`config.mk`:
```
export PLATFORM = sky130hd
export DESIGN_NAME = instruction_fetch_unit_flat
export DESIGN_NICKNAME = d
export VERILOG_FILES = /design/src/rtl/instruction_fetch_unit_if.sv /design/src/rtl/instruction_fetch_unit.sv /design/src/flat_wrapper.sv
export SDC_FILE = /design/constraint.sdc
export NUM_CORES = 1
export LEC_CHECK = 0
export ABC_CLOCK_PERIOD_IN_PS = 4000
export CORE_ASPECT_RATIO = 1.75
export CORE_MARGIN = 10
export CORE_UTILIZATION = 23
export DETAILED_ROUTE_END_ITERATION = 12
export PLACE_DENSITY = 0.57
export REMOVE_ABC_BUFFERS = 1
export SETUP_SLACK_MARGIN = 0.3
export SKIP_LAST_GASP = 1
export SLEW_MARGIN = 25
export SYNTH_ARGS = -nofsm -noshare
export SYNTH_HDL_FRONTEND = slang
export SYNTH_SLANG_ARGS = --single-unit
export TNS_END_PERCENT = 1
```
`constraint.sdc`:
```
create_clock -name clk -period 4 [get_ports clk]
set_clock_uncertainty 0.05 [all_clocks]
set_input_delay 0.4 -clock clk [delete_from_list [all_inputs] [get_ports clk]]
set_output_delay 0.4 -clock clk [all_outputs]
set_load 0.01 [all_outputs]
```
`src/rtl/instruction_fetch_unit_if.sv`:
```
// Fetch stage bus: instruction memory request/grant/response plus
// the valid/ready instruction hand-off towards decode.
interface instruction_fetch_unit_if;
    logic        imem_req;
    logic [31:0] imem_addr;
    logic        imem_gnt;
    logic        imem_rvalid;
    logic [31:0] imem_rdata;
    logic [31:0] Instruction;
    logic [31:0] PC;
    logic        Instr_Valid;
    logic        Instr_Ready;
    logic        Branch_Taken;
    logic [31:0] Branch_Target;
    logic        Misaligned;

    modport master (
        output imem_req, imem_addr,
        input  imem_gnt, imem_rvalid, imem_rdata,
        output Instruction, PC, Instr_Valid, Misaligned,
        input  Instr_Ready, Branch_Taken, Branch_Target
    );

    modport slave (
        input  imem_req, imem_addr,
        output imem_gnt, imem_rvalid, imem_rdata,
        input  Instruction, PC, Instr_Valid, Misaligned,
        output Instr_Ready, Branch_Taken, Branch_Target
    );
endinterface

```
`src/rtl/instruction_fetch_unit.sv`:
```
// Instruction fetch stage: owns the PC, fetches one word at a time
// and hands it downstream over a valid/ready handshake.
module instruction_fetch_unit #(
    parameter logic [31:0] RESET_PC = 32'h0000_0000
) (
    input  logic clk,
    input  logic reset,
    instruction_fetch_unit_if.master bus
);
    typedef enum logic [1:0] {
        IDLE,
        REQ,
        WAIT,
        HOLD
    } state_t;

    state_t      state;
    state_t      state_nxt;
    logic [31:0] pc_q;
    logic [31:0] instr_q;
    logic        mis_q;
    logic        accept;
    logic        capture;
    logic        req;
    logic        valid;

    assign accept  = (state == HOLD) && bus.Instr_Ready;
    assign capture = (state == WAIT) && bus.imem_rvalid;

    always_ff @(posedge clk or posedge reset) begin
        if (reset) state <= IDLE;
        else       state <= state_nxt;
    end

    always_comb begin
        state_nxt = state;
        req       = 1'b0;
        valid     = 1'b0;
        unique case (state)
            IDLE: state_nxt = REQ;
            REQ: begin
                req = 1'b1;
                if (bus.imem_gnt) state_nxt = WAIT;
            end
            WAIT: begin
                if (bus.imem_rvalid) state_nxt = HOLD;
            end
            HOLD: begin
                valid = 1'b1;
                if (bus.Instr_Ready) state_nxt = REQ;
            end
            default: state_nxt = IDLE;
        endcase
    end

    // Taken targets are forced word-aligned; a dropped low bit is flagged.
    always_ff @(posedge clk or posedge reset) begin
        if (reset) begin
            pc_q  <= RESET_PC;
            mis_q <= 1'b0;
        end else if (accept) begin
            if (bus.Branch_Taken) begin
                pc_q <= {bus.Branch_Target[31:2], 2'b00};
                if (|bus.Branch_Target[1:0]) mis_q <= 1'b1;
            end else begin
                pc_q <= pc_q + 32'd4;
            end
        end
    end

    always_ff @(posedge clk or posedge reset) begin
        if (reset)        instr_q <= 32'h0000_0013;
        else if (capture) instr_q <= bus.imem_rdata;
    end

    assign bus.imem_req    = req;
    assign bus.imem_addr   = pc_q;
    assign bus.Instruction = instr_q;
    assign bus.PC          = pc_q;
    assign bus.Instr_Valid = valid;
    assign bus.Misaligned  = mis_q;
endmodule
```
`src/flat_wrapper.sv`:
```
// flat-port wrapper written by rule: the top's interface ports become plain ports
module instruction_fetch_unit_flat 
#(
    parameter logic [31:0] RESET_PC = 32'h0000_0000
)
  (clk, reset, bus_imem_req, bus_imem_addr, bus_imem_gnt, bus_imem_rvalid, bus_imem_rdata, bus_Instruction, bus_PC, bus_Instr_Valid, bus_Misaligned, bus_Instr_Ready, bus_Branch_Taken, bus_Branch_Target);
  instruction_fetch_unit_if bus_i ();
  input  logic clk;
  input  logic reset;
  output wire logic [$bits(bus_i.imem_req)-1:0] bus_imem_req;
  output wire logic [$bits(bus_i.imem_addr)-1:0] bus_imem_addr;
  input wire logic [$bits(bus_i.imem_gnt)-1:0] bus_imem_gnt;
  input wire logic [$bits(bus_i.imem_rvalid)-1:0] bus_imem_rvalid;
  input wire logic [$bits(bus_i.imem_rdata)-1:0] bus_imem_rdata;
  output wire logic [$bits(bus_i.Instruction)-1:0] bus_Instruction;
  output wire logic [$bits(bus_i.PC)-1:0] bus_PC;
  output wire logic [$bits(bus_i.Instr_Valid)-1:0] bus_Instr_Valid;
  output wire logic [$bits(bus_i.Misaligned)-1:0] bus_Misaligned;
  input wire logic [$bits(bus_i.Instr_Ready)-1:0] bus_Instr_Ready;
  input wire logic [$bits(bus_i.Branch_Taken)-1:0] bus_Branch_Taken;
  input wire logic [$bits(bus_i.Branch_Target)-1:0] bus_Branch_Target;
  assign bus_imem_req = bus_i.imem_req;
  assign bus_imem_addr = bus_i.imem_addr;
  assign bus_i.imem_gnt = bus_imem_gnt;
  assign bus_i.imem_rvalid = bus_imem_rvalid;
  assign bus_i.imem_rdata = bus_imem_rdata;
  assign bus_Instruction = bus_i.Instruction;
  assign bus_PC = bus_i.PC;
  assign bus_Instr_Valid = bus_i.Instr_Valid;
  assign bus_Misaligned = bus_i.Misaligned;
  assign bus_i.Instr_Ready = bus_Instr_Ready;
  assign bus_i.Branch_Taken = bus_Branch_Taken;
  assign bus_i.Branch_Target = bus_Branch_Target;
  instruction_fetch_unit #(.RESET_PC(RESET_PC)) u_core (.clk(clk), .reset(reset), .bus(bus_i));
endmodule
```
Word level (Yosys, flattened, before mapping)
Index checks and enable logic that the tools add are counted.
{"block": "totals", "word_cells": 24, "mem_count": 0, "latchBits": 0, "romBits": 0, "ram_bits": 0, "output_inout_bits": 99, "reg_bits": 67}
{"block": "op_classes", "n_addsub": 1, "eq_ne": 6, "n_mux": 7, "n_reduce_logical": 6, "div": 0, "bitwise_logic": 0, "order_cmp": 0, "multipliers": 0, "shift": 0}
{"cell": "32-bit by 3-bit adder with 32-bit output (second input constant)", "n": 1}
{"cell": "32-bit two-way mux", "n": 1}
{"cell": "2-bit case mux with 4 select lines", "n": 1}
{"cell": "2-bit two-way mux", "n": 3}
{"cell": "2-bit != test (second input constant)", "n": 3}
{"cell": "3-bit AND reduction", "n": 2}
{"cell": "2-bit equality test (second input constant)", "n": 2}
{"cell": "2-bit by 1-bit equality test with 1-bit output (second input constant)", "n": 1}
{"cell": "1-bit logical AND", "n": 2}
{"cell": "2-bit logical NOT", "n": 1}
{"cell": "1-bit two-way mux", "n": 2}
{"cell": "2-bit OR reduction", "n": 1}

Logic depth before layout (Yosys ltp)
Gate-level depths: netlist of run 1.
{"block": "logic_depth", "word_depth": 3, "ltp_mapped": 7}

Worst setup path after synthesis of run 1
OpenSTA, ideal clock, no wires.
{"block": "synth_timing", "path_type": "register to register", "start": "register u_core.pc_q[2] (netlist: u_core.bus.PC[2])", "end": "register u_core.pc_q[22] (netlist: u_core.bus.PC[22])", "setup_time_ns": 0.069, "arrival_time_ns": 1.942, "required_time_ns": 3.881, "path_buffers": 1, "path_slack_ns": 1.939, "path_stages_with_launch": 8, "cell_sequence": "dfrtp_1 ha_1 nand4_1 or2_1 buf_6 nor4_4 mux2_2 nand3_1"}
{"block": "synth_via", "elab_chain_len": 2}
{"element": "start, declared", "line": "instruction_fetch_unit.sv:19", "text": "logic [31:0] pc_q;"}
{"element": "start signal, assigned", "line": "instruction_fetch_unit.sv:63", "text": "pc_q <= {bus.Branch_Target[31:2], 2'b00};"}
{"element": "start signal, assigned", "line": "instruction_fetch_unit.sv:66", "text": "pc_q <= pc_q + 32'd4;"}
{"element": "32-bit by 3-bit adder with 32-bit output", "line": "instruction_fetch_unit.sv:66"}
{"element": "32-bit two-way mux", "line": "instruction_fetch_unit.sv:62", "text": "if (bus.Branch_Taken) begin"}
Every way passes these cells.
A chain may end at the register's enable or synchronous reset.

Worst setup path in the final report of run 1
Same ends and word-level chain as after synthesis.

==> results of run 1 <==
## cells by family after synthesis
kind of cell | count (synthesis)
buf+inv | 66
flops | 65
other cells | 1
simple gates | 104
fa+ha+maj | 4
compound gates | 87
mux | 35
## worst max path at each step
stage	cells after the start	to	from
final	6	u_core.bus.PC[22]$_DFFE_PP0P_	u_core.bus.PC[2]$_DFFE_PP0P_
after CTS	6	u_core.bus.PC[22]$_DFFE_PP0P_	u_core.bus.PC[3]$_DFFE_PP0P_
after global routing	6	u_core.bus.PC[26]$_DFFE_PP0P_	u_core.bus.PC[2]$_DFFE_PP0P_
after global placement	6	u_core.bus.PC[22]$_DFFE_PP0P_	u_core.bus.PC[3]$_DFFE_PP0P_
after floorplan	6	u_core.bus.PC[22]$_DFFE_PP0P_	u_core.bus.PC[2]$_DFFE_PP0P_
after detailed placement	6	u_core.bus.PC[22]$_DFFE_PP0P_	u_core.bus.PC[3]$_DFFE_PP0P_
## synthesized netlist by cell type, types with 8 or more instances
cell / n
nand4_1: 10
o21ai_0: 24
buf_4: 34
nor2_1: 22
nand2_1: 21
nor3_1: 8
dfrtp_1: 62
mux2_2: 33
inv_1: 14
clkbuf_1: 10
a21oi_1: 23
nand3_1: 13
## sequential cells by signal, summed over array words and instances (netlist names)
register,count
u_core.bus.Instruction,32
u_core.bus.PC,30
u_core.state,2
u_core.bus.Misaligned,1
## layout make-up
| cell class | count | share of cell area (%) |
|---|---|---|
| Clock buffer | 12 | 4.67 |
| Clock inverter | 4 | 1.37 |
| Inverter | 14 | 0.957 |
| Multi-Input combinational cell | 234 | 28.4 |
| Sequential cell | 65 | 29.7 |
| Tap cell | 186 | 4.24 |
| Timing Repair Buffer | 170 | 30.6 |
## stage by stage
stage	setup WS [ns]	util [%]	area, um2	total power [mW]
finish	1.69	35.7	5490	4.21
global route	1.50	35.7	5490	4.50
CTS	1.66	35.7	5490	4.29
detailed placement	1.68	33.5	5160	3.39
global placement	1.74	33.5	5160	3.34
floorplan	1.87	-	3240	2.08
## layout by cell type, fill, tap and decap left out, types with 3 or more instances in the layout
| master | Yosys | layout |
|---|---|---|
| a211oi_1 | 6 | 6 |
| a21oi_1 | 23 | 23 |
| a22oi_1 | 3 | 3 |
| a311oi_1 | 6 | 6 |
| a31oi_1 | 4 | 4 |
| and3_1 | 6 | 6 |
| buf_4 | 34 | 6 |
| clkbuf_16 | 0 | 9 |
| clkdlybuf4s50_1 | 0 | 163 |
| conb_1 | 1 | 4 |
| dfrtp_1 | 62 | 62 |
| dfstp_2 | 3 | 3 |
| ha_1 | 4 | 4 |
| inv_1 | 14 | 13 |
| mux2_2 | 33 | 33 |
| nand2_1 | 21 | 21 |
| nand3_1 | 13 | 13 |
| nand4_1 | 10 | 10 |
| nor2_1 | 22 | 22 |
| nor3_1 | 8 | 8 |
| nor4_1 | 5 | 5 |
| o21ai_0 | 24 | 24 |
| o22ai_1 | 3 | 3 |
| o2bb2ai_1 | 3 | 3 |
| or3_1 | 7 | 7 |
## power groups by stage
stage | clock [mW] | combinational (mW) | sequential (mW)
floorplan | 0 | 0.560 | 1.52
global placement | 0 | 1.99 | 1.35
detailed placement | 0 | 2.01 | 1.38
CTS | 0.897 | 2.01 | 1.37
finish | 0.874 | 1.97 | 1.37
global route | 0.921 | 2.14 | 1.44
## metal layers
layer	share of wire (%)	global-route usage (%)
met1	36	11.9
met2	49	19.6
met3	13	6.84
met4	1.3	3.67
met5	0	0
==> results.toml, run 1 <==
[placement]
dp_hpwl_mm = 9.98
place_inst = 669
port_buffers = 164
gp_congestion = 0.819

[critical_path]
crit_fanout = 10
slowest_delay_ns = 0.51
reg2reg_to = "u_core.bus.PC[22]$_DFFE_PP0P_"
reg2reg_slack_ns = 1.69
crit_buf_inv = 0
cp_data_required_time_ns = 4.21
worst_path_dominant_cell_family = "simple AND/OR/NAND/NOR gates"
r2r-start = "u_core.bus.PC[2]$_DFFE_PP0P_"
crit_path_end_kind = "flip-flop"
crit_type = "flip-flop to flip-flop"
crit_slowest_cell = "nor4_4"
reg2reg_depth = 6
crit_path_cell_trace = "ha_1 -> nand4_1 -> or2_1 -> nor4_4 -> mux2_2 -> nand3_1"
startpoint_type = "flip-flop"
cp.arrival_ns = 2.53

[floorplanning]
start_util_pct = 23.3
fp.coreArea_um2 = 15400
row_count = 60
dieArea_um2 = 21200
io_pins = 169
chipHeight_um = 185
die_x_um = 114

[clocking]
ctsRootBufferMaster = "clkbuf_16"
cts_max_level = 3
clk_latency_ns = 0.33
cts_resized = 0
cts_hold_buf = 0
path_clk_slew_ns = 0.06
cts_sinks = 65
post-cts-setup-buffer-count = 0
cts_tree = "done"
cts_buffers = 9
cts_buffer_depth = 2

[synthesis]
synth_xor_area_share_pct = 0
yosys-mux-area-fraction_pct = 10.9
async_reset_ff_share_pct = 100
ys.flop_type = "dfrtp_1"
synth_top_family_by_area = "compound AO/OA/AOI/OAI gates"
synth_top_area_share_pct = 43.2
ys_top_cells_by_area = "dfrtp_1 43%, mux2_2 10%, buf_4 7.1%, o21ai_0 3.3%, a21oi_1 3.2%"
yosys.area_share.adder_pct = 1.39
synth.avg_cell_area_um2 = 9.92
yosysSeqAreaShare_pct = 45.4
synth_edf_count = 0
synth_cell_type_count = 49
yosys.area_share.simple_pct = 15.2
yosysTopAreaCell = "dfrtp_1"
postSynthCellCount = 362
yosys_warnings = 0
synth_compound_area_share_pct = 15.5
synth_seq_cells = 65
synth_area_um2 = 3590

[drt]
drc = 0
via_per_inst = 4.84
dr.pass1.iters = 4
drt-wirelength-per-cell_um = 18.6
num_vias = 3318
drt_iter0_markers = 120
postRouteAntennaNets = 0
drt_wl_total_mm = 12.7

[sta]
rsz0062_at_grt = "no"
slew_headroom_pct = 45.5
fmax_mhz = 432
hold_viol = 0
holdWs_ns = 0.452
max_slew.worst_pin.slew_ns = 0.810
setup_viol = 0
timing.setup.tns_ns = 0
final_max_slew_viol_count = 0
period_minus_slack_ns = 2.31
post-route-period-util_pct = 57.8

[layout]
area_delta_synth_final_pct = 52.8
fin_cells = 685
fin_nets = 568
multi_input_area_um2 = 1560
diodes = 0
drive_above_1_share_pct = 12.8
layout.filler_cells = 1557
seq_area_um2 = 1630

[power]
power_switching_share_pct = 35.2
p_int_mw = 2.73
p_leak_nw = 2.18
p_clk_share_pct = 20.7
max-vdd-ir-drop_mv = 0.279
power_density_nw_per_um2 = 768
switching_power_mw = 1.48
power_frac_seq_pct = 32.4
combPwrFrac_pct = 46.8

[run]
maxCapViolations = 0

[hold_path]
min_path_cells = 1
min_from = "u_core.bus.Instruction[7]$_DFFE_PP0P_"
whs_endpoint = "u_core.bus.Instruction[7]$_DFFE_PP0P_"
worst_hold_path_type = "flip-flop to flip-flop"

[global_routing]
grt.total_usage_pct = 11.7
grt-ovfl-total = 0
grt_first_pass_wirelength_mm = 19.7
grt_max_degree = 37
grt_pass1_vias = 3524
grt_antenna_before_repair = 0

[run_status]
status = "completed"
No activity file was read; power rests on OpenSTA's default activity.
==> inputs of run 2 (changes only) <==
ABC_CLOCK_PERIOD_IN_PS = 1900   (was 4000)
PLACE_DENSITY = 0.59   (was 0.57)
clock period = 1.9 ns   (was 4 ns; I/O delays follow)
==> run 2 against run 1 <==
Net effect: clock power increased by 120%; final area increased by 6.6%; routed wire length increased by 1.1%; first-iteration DRC count decreased by 8.3%; sequential power increased by 92%; sequential cell count unchanged; non-clock buffer count increased by 39.
==> results.toml, run 2 (synthesis gave the netlist of run 1 again) <==
[sta]
slew_headroom_pct = 63.1
fmax_mhz = 552
post-route-period-util_pct = 95.4
rsz0062_at_grt = "yes"
final_max_slew_viol_count = 0
max_slew.worst_pin.slew_ns = 0.554
setup_viol = 0
period_minus_slack_ns = 1.81
timing.setup.tns_ns = 0
hold_viol = 0
holdWs_ns = 0.180

[floorplanning]
chipHeight_um = 185
die_x_um = 114
start_util_pct = 23.3
dieArea_um2 = 21200
io_pins = 169
fp.coreArea_um2 = 15400
row_count = 60

[critical_path]
reg2reg_to = "u_core.bus.PC[23]$_DFFE_PP0P_"
r2r-start = "u_core.bus.PC[8]$_DFFE_PP0P_"
crit_path_cell_trace = "nand3_1 -> or3_1 -> nor4_2 -> buf_4 -> a32oi_1 -> o21a_1"
crit_type = "flip-flop to flip-flop"
slowest_delay_ns = 0.44
crit_fanout = 4
cp_data_required_time_ns = 2.07
cp.arrival_ns = 1.99
reg2reg_depth = 6
reg2reg_slack_ns = 0.09
crit_path_end_kind = "flip-flop"
startpoint_type = "flip-flop"
crit_slowest_cell = "or3_1"

[power]
switching_power_mw = 3.19
power_frac_seq_pct = 28.1
power_switching_share_pct = 34.1
p_int_mw = 6.18
p_clk_share_pct = 20.6
power_density_nw_per_um2 = 1600
combPwrFrac_pct = 51.3
p_leak_nw = 2.40
max-vdd-ir-drop_mv = 0.691

[placement]
place_inst = 704
dp_hpwl_mm = 10.1
gp_congestion = 0.843
port_buffers = 164

[global_routing]
grt_max_degree = 66
grt_antenna_before_repair = 0
grt_pass1_vias = 3742
grt-ovfl-total = 0
grt.total_usage_pct = 11.9
grt_first_pass_wirelength_mm = 19.7

[layout]
diodes = 0
utilization_pct = 38.0
fin_nets = 607
mostFrequentLayoutCell = "clkdlybuf4s50_1"
final_cell_mix = "162 x clkdlybuf4s50_1, 62 x dfrtp_1, 42 x buf_4"
seq_area_um2 = 1630
layout.filler_cells = 1535
area_delta_synth_final_pct = 62.9
multi_input_area_um2 = 1580
largest_reg_flops = 32
drive_above_1_share_pct = 20.1
fin_cells = 724

[clocking]
path_clk_slew_ns = 0.06
cts_buffers = 9
ctsRootBufferMaster = "clkbuf_16"
cts_max_level = 3
cts_buffer_depth = 2
cts_hold_buf = 0
clk_latency_ns = 0.33
cts_tree = "done"
cts_sinks = 65

[drt]
postRouteAntennaNets = 0
drt-wirelength-per-cell_um = 17.8
num_vias = 3466
drt_wl_total_mm = 12.9
via_per_inst = 4.79
drt_iter0_markers = 110
drc = 0
dr.pass1.iters = 6

[run_status]
status = "completed"

[run]
maxCapViolations = 0

[hold_path]
worst_hold_path_type = "input port to async pin"
[run 2: cell types whose count changed in the layout (fill, tap and decap cells not counted), sizes merged]
cell / change
bufinv: +1
clkdlybuf4s50: -1
clkinv: +1
clkbuf: -2
buf: +40
dlygate4sd2: +1
clkinvlp: -1
[run 2: critical path, delay by kind of cell, from the launching register on]
family	cells	cell delay, ns
compound gates	2	0.26
buf+inv	1	0.17
flops	1	0.41
simple gates	3	0.82
[run 2: power groups by stage]
stage | clock network (mW) | logic [mW] | registers, mW
floorplan | 0 | 1.18 | 3.19
global placement | 0 | 4.79 | 2.60
detailed placement | 0 | 4.85 | 2.65
CTS | 1.99 | 4.88 | 2.63
global route | 2.05 | 5.22 | 2.76
finish | 1.93 | 4.80 | 2.63
[run 2: area by class of cell]
| cell class | count | share of cell area [%] |
|---|---|---|
| clock buffers | 11 | 4.15 |
| clock inverters | 5 | 1.75 |
| inverters | 14 | 0.898 |
| multi-input cells | 234 | 27.0 |
| flip-flops and latches | 65 | 27.9 |
| well taps | 186 | 3.98 |
| repair buffers | 209 | 34.4 |
[run 2: how the worst max path moves through the flow]
stage                             startpoint                             to  slack (ns)  cells past startpoint
3_3_place_gp    u_core.bus.PC[2]$_DFFE_PP0P_  u_core.bus.PC[22]$_DFFE_PP0P_       -0.01                      7
2_1_floorplan   u_core.bus.PC[2]$_DFFE_PP0P_  u_core.bus.PC[22]$_DFFE_PP0P_       -0.23                      6
3_5_place_dp    u_core.bus.PC[3]$_DFFE_PP0P_  u_core.bus.PC[22]$_DFFE_PP0P_       -0.05                      7
4_1_cts        u_core.bus.PC[19]$_DFFE_PP0P_  u_core.bus.PC[22]$_DFFE_PP0P_        0.08                      6
6_report        u_core.bus.PC[8]$_DFFE_PP0P_  u_core.bus.PC[23]$_DFFE_PP0P_        0.09                      6
5_1_grt         u_core.bus.PC[2]$_DFFE_PP0P_  u_core.bus.PC[30]$_DFFE_PP0P_       -0.04                      8
[run 2: metal layers]
metal	global-route usage (%)	vias up	routed length, um
met1	11.4	1669	4450
met2	21.2	157	6680
met3	6.28	13	1580
met4	3.67	0	150
met5	0	-	0
li1	-	1627	-
[run 2: timing repair]
item,4_1_cts,5_1_grt
pin swaps,3,0
endpoints found under the setup margin,71,95
gates resized for setup,4,2
setup buffers,2,2
[run 2: through the flow]
step | setup WS [ns] | total power [mW] | area [um2]
floorplan | -0.233 | 4.37 | 3240
global placement | -0.0130 | 7.39 | 5460
CTS | 0.0798 | 9.50 | 5830
detailed placement | -0.0457 | 7.49 | 5460
global route | -0.0426 | 10.0 | 5850
finish | 0.0868 | 9.37 | 5850
